--- src/rtl/seq_shift_unit.sv ---
// rtl/seq_shift_unit.sv - iterative one-bit-per-clock shifter with valid/ready handshakes
// Serial counterpart of the barrel shifter: logical or rotate, left or right.
module seq_shift_unit #(
   parameter int WIDTH = 8,
   parameter int SHW   = 3
) (
   input  logic             clk,
   input  logic             rst_n,
   input  logic             in_valid,
   output logic             in_ready,
   input  logic [WIDTH-1:0] in_data,
   input  logic [SHW-1:0]   in_shamt,
   input  logic             in_dir,
   input  logic             in_mode,
   output logic             out_valid,
   input  logic             out_ready,
   output logic [WIDTH-1:0] out_data,
   output logic             busy
);

   typedef enum logic [1:0] {
      IDLE  = 2'd0,
      SHIFT = 2'd1,
      DONE  = 2'd2
   } state_t;

   state_t           state;
   state_t           state_nx;
   logic [SHW-1:0]   count;
   logic [WIDTH-1:0] r;
   logic [WIDTH-1:0] r_step;
   logic             dir_q;
   logic             mode_q;
   logic             accept;

   assign accept    = in_valid & in_ready;
   assign in_ready  = (state == IDLE);
   assign busy      = (state != IDLE);
   assign out_valid = (state == DONE);
   // The register doubles as the result holder, so the last result stays visible in IDLE.
   assign out_data  = r;

   always_comb begin
      r_step = r;
      case ({mode_q, dir_q})
         2'b00:   r_step = {r[WIDTH-2:0], 1'b0};
         2'b01:   r_step = {1'b0, r[WIDTH-1:1]};
         2'b10:   r_step = {r[WIDTH-2:0], r[WIDTH-1]};
         default: r_step = {r[0], r[WIDTH-1:1]};
      endcase
   end

   always_comb begin
      state_nx = state;
      case (state)
         IDLE: begin
            if (accept) begin
               state_nx = (in_shamt == '0) ? DONE : SHIFT;
            end
         end
         SHIFT: begin
            if (count == SHW'(1)) begin
               state_nx = DONE;
            end
         end
         DONE: begin
            if (out_ready) begin
               state_nx = IDLE;
            end
         end
         default: state_nx = IDLE;
      endcase
   end

   always_ff @(posedge clk) begin
      if (!rst_n) begin
         state <= IDLE;
      end else begin
         state <= state_nx;
      end
   end

   always_ff @(posedge clk) begin
      if (!rst_n) begin
         count  <= '0;
         r      <= '0;
         dir_q  <= 1'b0;
         mode_q <= 1'b0;
      end else if (accept) begin
         count  <= in_shamt;
         r      <= in_data;
         dir_q  <= in_dir;
         mode_q <= in_mode;
      end else if (state == SHIFT) begin
         count <= count - SHW'(1);
         r     <= r_step;
      end
   end

endmodule

--- config.mk ---
export PLATFORM = sky130hd
export DESIGN_NAME = seq_shift_unit
export DESIGN_NICKNAME = d
export VERILOG_FILES = /design/src/rtl/seq_shift_unit.sv
export SDC_FILE = /design/constraint.sdc
export NUM_CORES = 1
export LEC_CHECK = 0
export CAP_MARGIN = 20
export CORE_MARGIN = 2
export CORE_UTILIZATION = 35
export CTS_CLUSTER_DIAMETER = 40
export DETAILED_ROUTE_END_ITERATION = 8
export GPL_ROUTABILITY_DRIVEN = 0
export PLACE_DENSITY_LB_ADDON = 0.25
export SLEW_MARGIN = 20
export SYNTH_ARGS = -nofsm -noshare
export SYNTH_HDL_FRONTEND = slang
export SYNTH_SLANG_ARGS = --single-unit
--- constraint.sdc ---
create_clock -name clk -period 4.14 [get_ports clk]
set_clock_uncertainty 0.1 [all_clocks]
set_input_delay 1.035 -clock clk [delete_from_list [all_inputs] [get_ports clk]]
set_output_delay 1.035 -clock clk [all_outputs]
set_load 0.02 [all_outputs]
After elaboration in Yosys (flattened, before gate mapping):

Index checks and enable logic that the tools add are counted.

* output and inout port bits: 11
* word-level logic and storage cells: 31
* input bits: 17
* bits in registers: 15

* bitwise gates (word level): 1
* muxes and demuxes: 10
* reductions and logical operators: 6
* equality and inequality tests: 8
* add/subtract/negate cells: 1

Operators by type and width (count)
* case mux 8 bit (3 select lines): 1
* two-way mux 8 bit: 2
* two-way mux 2 bit: 4
* two-way mux 3 bit: 2
* case mux 2 bit (3 select lines): 1
* equality test 2 x 1 -> 1 bit, second input constant: 2
* equality test 2 bit, second input constant: 2
* logical NOT 2 bit: 2
* != test 2 x 1 -> 1 bit, second input constant: 2
* nonzero test 2 bit: 2
* equality test 3 x 1 -> 1 bit, second input constant: 1
* logical NOT 3 bit: 1
* AND reduction 3 bit: 1
* subtractor 3 x 1 -> 3 bit, second input constant: 1
* != test 2 bit, second input constant: 1
* bitwise AND 1 bit: 1

Logic depth before layout (Yosys ltp):

Gate-level depths: netlist of the first run.

* depth after elaboration: 4
* mapped depth: 5
* depth with buffers taken out: 5

Worst setup path before layout of the first run:

No wires, ideal clock.

* path kind: flip-flop to output port
* start point: reg state[1]
* end point: out busy
* buffers on the path: 1
* cell stages (with the launch flop): 4
* data required time: 3005 ps
* path slack: 1972 ps
* data arrival time: 1033 ps
* cells stage by stage: dfxtp_1 buf_2 nor2_1 inv_1

* longest elaborated chain between the ends: 1

Ends and longest elaborated chain
* start: declaration: line 27 `state_t state;`
* start signal: assignment: line 79 `state <= state_nx;`
* nonzero test 2 bit: line 38 `assign busy = (state != IDLE);`
* end: declaration: line 18 `output logic busy`

Every way passes these cells.

Worst setup path after layout of the first run:

* start point: reg state[0]
* end point: out busy

Same word-level chain as after synthesis.

==> results.sh, run 1 <==
export IMPL_switchingPower_mw=0.158
export IMPL_pwr_density_cell_nw_per_um2=379
export IMPL_synth_seq_cells=15
export IMPL_clkLatencyLatePin_ns=0.28
export IMPL_start_util_pct=36.6
export IMPL_vdd_drop_max_uv=164
export IMPL_instances_no_fill=153
export IMPL_cts_root_buf="clkbuf_4"
export IMPL_synth_xor_area_share_pct=0
export IMPL_synth_area_mux_share_pct=17.9
export IMPL_place_ws_ns=1.33
export IMPL_setup_viol=0
export IMPL_antennaDiodeCount=0
export IMPL_fmax_mhz=339
export IMPL_grt_antenna_before_repair=0
export IMPL_nets=143
export IMPL_routed_wl_met3_um=76
export IMPL_period_share_pct=71.2
export IMPL_worst_pin_slew_ns=0.619
export IMPL_stdcell_area_um2=1170
export IMPL_whs_ns=0.411
export IMPL_wl_mm=2.06
export IMPL_routed_wl_met2_um=962
export IMPL_drtPass1Iterations=4
export IMPL_yosys_most_used_dff="dfxtp_1"
export IMPL_ant_nets=0
export IMPL_cp_max_fo=16
export IMPL_syn_area_per_cell_um2=8.90
export IMPL_critical_path_arrival_ns=1.81
export IMPL_gr_total_overflow=0
export IMPL_h_tree_depth=1
export IMPL_post_cts_resized=0
export IMPL_synth_warnings=0
export IMPL_dpl_cell_count=149
export IMPL_syn_inst=100
export IMPL_row_count=18
export IMPL_wl_per_cell_um=13.5
export IMPL_cts_buffers=3
export IMPL_worstSetupStartpointType="register"
export IMPL_power_frac_comb_pct=37.1
export IMPL_synth_nets=119
export IMPL_path_class="reg2out"
export IMPL_outcome="completed"
export IMPL_final_layout_size_suffix_gt1_share_pct=11.4
export IMPL_intPower_mw=0.286
export IMPL_top_layer_used="met4"
export IMPL_die_w_um=54.4
export IMPL_grt_pass1_wl_mm=3.36
export IMPL_grt_usage_pct=15.6
export IMPL_final_max_slew_viol_count=0
export IMPL_clockPowerShare_pct=19.5
export IMPL_synth_compound_area_share_pct=21.4
export IMPL_power_mw=0.443
export IMPL_first_global_vias=732
export IMPL_fin_tns_setup_ns=0
export IMPL_vias_per_cell=5.38
export IMPL_cts_tree="done"
export IMPL_setup_ws_ns=1.19
export IMPL_detailed_place_hpwl_mm=1.49
export IMPL_layout_min_cycle_time_ns=2.95
export IMPL_die_area_um2=2960
export IMPL_ys_types=31
export IMPL_max_cap_violations=0
export IMPL_pin_count=28
export IMPL_rsz0062_at_grt="no"
export IMPL_cts_hold_buffers=0
export IMPL_sw_frac_of_total_pct=35.5
export IMPL_drc_errors=0
export IMPL_cts_sinks=15
export IMPL_seq_power_share_pct=43.4
export IMPL_hp_class="reg2reg"
export IMPL_place_area_um2=1140
export IMPL_critPathCaptureType="output pin"
export IMPL_die_h_um=54.4
export IMPL_core_um2=2430
export IMPL_yosysSeqAreaShare_pct=33.8
export IMPL_synth_top_family_by_area="compound AO/OA/AOI/OAI gates"
export IMPL_required_ns=3.00
export IMPL_hold_violations=0
export IMPL_met1_length_um=995
export IMPL_syn_cell_area_um2=890
export IMPL_async_reset_ff_share_pct=0
export IMPL_leakage_nw=0.462
export IMPL_io_buffers=27
export IMPL_syn_to_final_growth_pct=31.6
export IMPL_num_vias=823
export IMPL_ff2ff_path_depth=3
export IMPL_cts_setup_buffers=0
export IMPL_drtIter0Drc=8
export IMPL_clk_path_buf_depth=2
export IMPL_synth_simple_area_share_pct=16.0
export IMPL_grt_max_degree=19
export IMPL_synth_fa_ha_area_share_pct=2.81
export IMPL_relSlewSlack_pct=58.6
export IMPL_synth_edf_count=0
export IMPL_utilization_pct=48.1
export IMPL_hold_depth=2
export IMPL_path_clk_slew_ns=0.09
-- path summary, 6_finish.rpt --
check | from | endpoint | slack [ns]
setup reg to reg | state[0] | out_data[2] | 2.50
hold reg to reg | out_data[6] | out_data[6] | 0.41
hold / removal | out_data[6] | out_data[6] | 0.41
setup / recovery | state[0] | busy | 1.19
-- state kept, by name, indices dropped and copies added (netlist names) --
| signal | flops |
|---|---|
| out_data | 8 |
| count | 3 |
| mode_q | 1 |
| state | 2 |
| dir_q | 1 |
-- cell type report --
| cell class | count | area [um^2] |
|---|---|---|
| well taps | 30 | 37.5 |
| clock buffers | 3 | 22.5 |
| flip-flops and latches | 15 | 300 |
| clock inverters | 1 | 5.00 |
| repair buffers | 27 | 270 |
| inverters | 5 | 18.8 |
| fillers | 240 | 1260 |
| multi-input cells | 72 | 517 |
-- metal layers --
metal | vias to the layer above | GRT usage (%)
met4 | 0 | 7.50
met3 | 2 | 2.46
met5 | - | 0
met2 | 18 | 24.1
li1 | 413 | -
met1 | 390 | 21.0
-- Yosys cell counts (2+ instances only) --
cell type | instances | area (um^2)
buf_6 | 2 | 22.5
buf_2 | 4 | 20.0
o211ai_1 | 3 | 22.5
nand2_1 | 2 | 7.51
nor2b_1 | 4 | 25.0
mux2i_1 | 8 | 80.1
mux2_2 | 7 | 78.8
inv_1 | 5 | 18.8
nand3_1 | 9 | 45.0
o21ai_0 | 9 | 45.0
a21oi_1 | 5 | 25.0
nor2_1 | 5 | 18.8
a221oi_1 | 2 | 17.5
dfxtp_1 | 15 | 300
o21ai_1 | 3 | 15.0
ha_1 | 2 | 25.0
-- placed cells by master (no fill, tap or decap), drive strengths merged --
cell / synthesis / routed
o21a: 1 / 1
mux2: 7 / 7
clkinv: 0 / 1
o21ba: 1 / 1
o211ai: 3 / 3
mux2i: 8 / 8
nor3b: 1 / 1
or3: 1 / 1
nor3: 1 / 1
inv: 5 / 5
nor2b: 4 / 4
a311oi: 1 / 1
nand2: 2 / 2
a22o: 1 / 1
a221oi: 2 / 2
a21oi: 5 / 5
o21bai: 1 / 1
clkbuf: 1 / 3
o21ai: 12 / 12
nand3b: 1 / 1
nor2: 5 / 5
o311a: 1 / 1
nand3: 9 / 9
dfxtp: 15 / 15
or3b: 1 / 1
clkdlybuf4s50: 0 / 27
ha: 2 / 2
nand2b: 1 / 1
a211o: 1 / 1
-- critical path, cell delays in order (launching register included) --
cell,delay [ns]
dfxtp_1,0.66
nor2_1,0.19
inv_1,0.09
clkdlybuf4s50_1,0.59
-- power groups by stage --
stage | registers, mW | logic [mW] | clock network [mW]
2_1_floorplan | 0.190 | 0.113 | 0
3_3_place_gp | 0.195 | 0.163 | 0
3_5_place_dp | 0.195 | 0.164 | 0
4_1_cts | 0.192 | 0.165 | 0.0898
5_1_grt | 0.196 | 0.180 | 0.0960
6_report | 0.192 | 0.164 | 0.0867
-- cells by family (layout without fill, tap and decap cells) --
group	after synthesis	after routing
AO/OA/AOI/OAI	29	29
AND/OR/NAND/NOR	26	26
multiplexers	15	15
flip-flops	15	15
buffers and inverters	13	36
adder cells (fa/ha/maj)	2	2
Note: power is estimated with default switching activity, not from simulation.
==> run 2, diff against run 1 <==
clock period = 3 ns   (was 4.14 ns; I/O delays follow)
==> results.sh, run 2 (same netlist as run 1, synthesis figures left out) <==
export IMPL_outcome="completed"
export IMPL_vias_per_cell=5.39
export IMPL_die_area_um2=2960
export IMPL_grt_max_degree=17
export IMPL_die_h_um=54.4
export IMPL_h_tree_depth=1
export IMPL_power_frac_comb_pct=37.2
export IMPL_instances_no_fill=155
export IMPL_grt_met1_usage_pct=19.5
export IMPL_fin_tns_setup_ns=0
export IMPL_fmax_mhz=374
export IMPL_vdd_drop_max_uv=275
export IMPL_wl_mm=2.07
export IMPL_cts_hold_buffers=0
export IMPL_max_cap_violations=0
export IMPL_critPathBufInv=2
export IMPL_row_count=18
export IMPL_critical_path_arrival_ns=1.82
export IMPL_leakage_nw=0.469
export IMPL_worstSetupStartpointType="register"
export IMPL_final_layout_size_suffix_gt1_share_pct=12.0
export IMPL_rsz0062_at_grt="no"
export IMPL_grt_usage_pct=15.6
export IMPL_required_ns=2.15
export IMPL_syn_to_final_growth_pct=33.2
export IMPL_grt_antenna_before_repair=0
export IMPL_drtPass1Iterations=6
export IMPL_use_met2_pct=23.3
export IMPL_cts_tree="done"
export IMPL_gr_total_overflow=0
export IMPL_post_cts_resized=0
export IMPL_r2r_setup_slack_ns=1.32
export IMPL_first_global_vias=723
export IMPL_critPathCaptureType="output pin"
export IMPL_whs_ns=0.401
export IMPL_switchingPower_mw=0.218
export IMPL_ant_nets=0
export IMPL_dpl_cell_count=151
export IMPL_drtIter0Drc=28
export IMPL_die_w_um=54.4
export IMPL_utilization_pct=48.7
export IMPL_sw_frac_of_total_pct=35.3
export IMPL_num_vias=835
export IMPL_clk_path_buf_depth=2
export IMPL_clockPowerShare_pct=19.8
export IMPL_grt_pass1_wl_mm=3.20
export IMPL_met3_usage_pct=2.73
export IMPL_slowest_stage="dfxtp_1"
export IMPL_path_class="reg2out"
export IMPL_final_max_slew_viol_count=0
export IMPL_max_stage_delay_ns=0.66
export IMPL_layout_commonest_cell="clkdlybuf4s50_1"
export IMPL_pin_count=28
export IMPL_crit_family="buffers and inverters"
export IMPL_layout_min_cycle_time_ns=2.67
export IMPL_wl_per_cell_um=13.3
export IMPL_path_clk_slew_ns=0.09
export IMPL_start_util_pct=36.6
export IMPL_setup_viol=0
export IMPL_drc_errors=0
export IMPL_top_usage_layer="met2"
export IMPL_seq_power_share_pct=43.0
export IMPL_cts_buffers=3
export IMPL_n_fill_cell=251
export IMPL_hp_class="reg2reg"
export IMPL_cts_sinks=15
export IMPL_period_share_pct=89.0
export IMPL_pwr_density_cell_nw_per_um2=520
export IMPL_clkLatencyLatePin_ns=0.29
export IMPL_relSlewSlack_pct=64.5
export IMPL_cts_setup_buffers=0
export IMPL_critical_path_cell_chain="nor2_1 -> inv_1 -> clkdlybuf4s50_1"
export IMPL_antennaDiodeCount=0
export IMPL_mostFrequentLayoutCells="clkdlybuf4s50_1, dfxtp_1, nand3_1, o21ai_0, mux2i_1"
export IMPL_nets=145
export IMPL_intPower_mw=0.399
export IMPL_core_um2=2430
export IMPL_detailed_place_hpwl_mm=1.53
export IMPL_worst_pin_slew_ns=0.531
export IMPL_cp_max_fo=16
export IMPL_io_buffers=27
export IMPL_hold_violations=0
export IMPL_cts_root_buf="clkbuf_4"
export IMPL_largest_register_ffs=8
run 2: cell count changes in the layout (fill, tap and decap cells not counted), sizes merged:
cell    change
clkbuf      +1
clkinv      -1
buf         +2
run 2: final timing paths:
check | startpoint | to | depth (start not counted)
max | state[0] | busy | 3
min | out_data[6] | out_data[6] | 2
max reg2reg | state[0] | out_data[6] | 3
min reg2reg | out_data[6] | out_data[6] | 2
run 2: final cells by class:
| class | instances | area (um^2) | share of cell area (%) |
|---|---|---|---|
| Multi-Input combinational cell | 72 | 517 | 43.6 |
| Sequential cell | 15 | 300 | 25.3 |
| Timing Repair Buffer | 29 | 285 | 24.1 |
| Tap cell | 30 | 37.5 | 3.17 |
| Clock buffer | 4 | 26.3 | 2.22 |
| Inverter | 5 | 18.8 | 1.58 |
run 2: power by group through the flow:
stage               registers, mW  clock network, mW  logic [mW]
floorplan                   0.262                  0       0.156
global placement            0.268                  0       0.227
detailed placement          0.269                  0       0.230
CTS                         0.264              0.130       0.230
global route                0.271              0.133       0.251
finish                      0.265              0.122       0.229
run 2: routing by layer:
metal | share of wire, % | up-vias
li1 | - | 414
met1 | 46 | 389
met2 | 45 | 27
met3 | 5.2 | 5
met4 | 3.2 | 0
met5 | 0 | -
run 2: stage by stage:
stage               setup slack, ns  total power, mW  cell area, um^2
floorplan                      1.12            0.418              890
global placement              0.681            0.495             1160
detailed placement            0.656            0.498             1160
CTS                           0.318            0.624             1180
global route                  0.183            0.654             1180
finish                        0.329            0.616             1180
run 2: worst register-to-register path: stages (launching register included):
cell	delay (ns)
dfxtp_1	0.66
or3b_1	0.48
mux2i_1	0.25
o21ai_1	0.08
==> run 3, diff against run 2 <==
GPL_ROUTABILITY_DRIVEN = not set   (was 0)
==> results of run 3 <==
The final DEF is identical to that of run 2; final timing and power are the same.
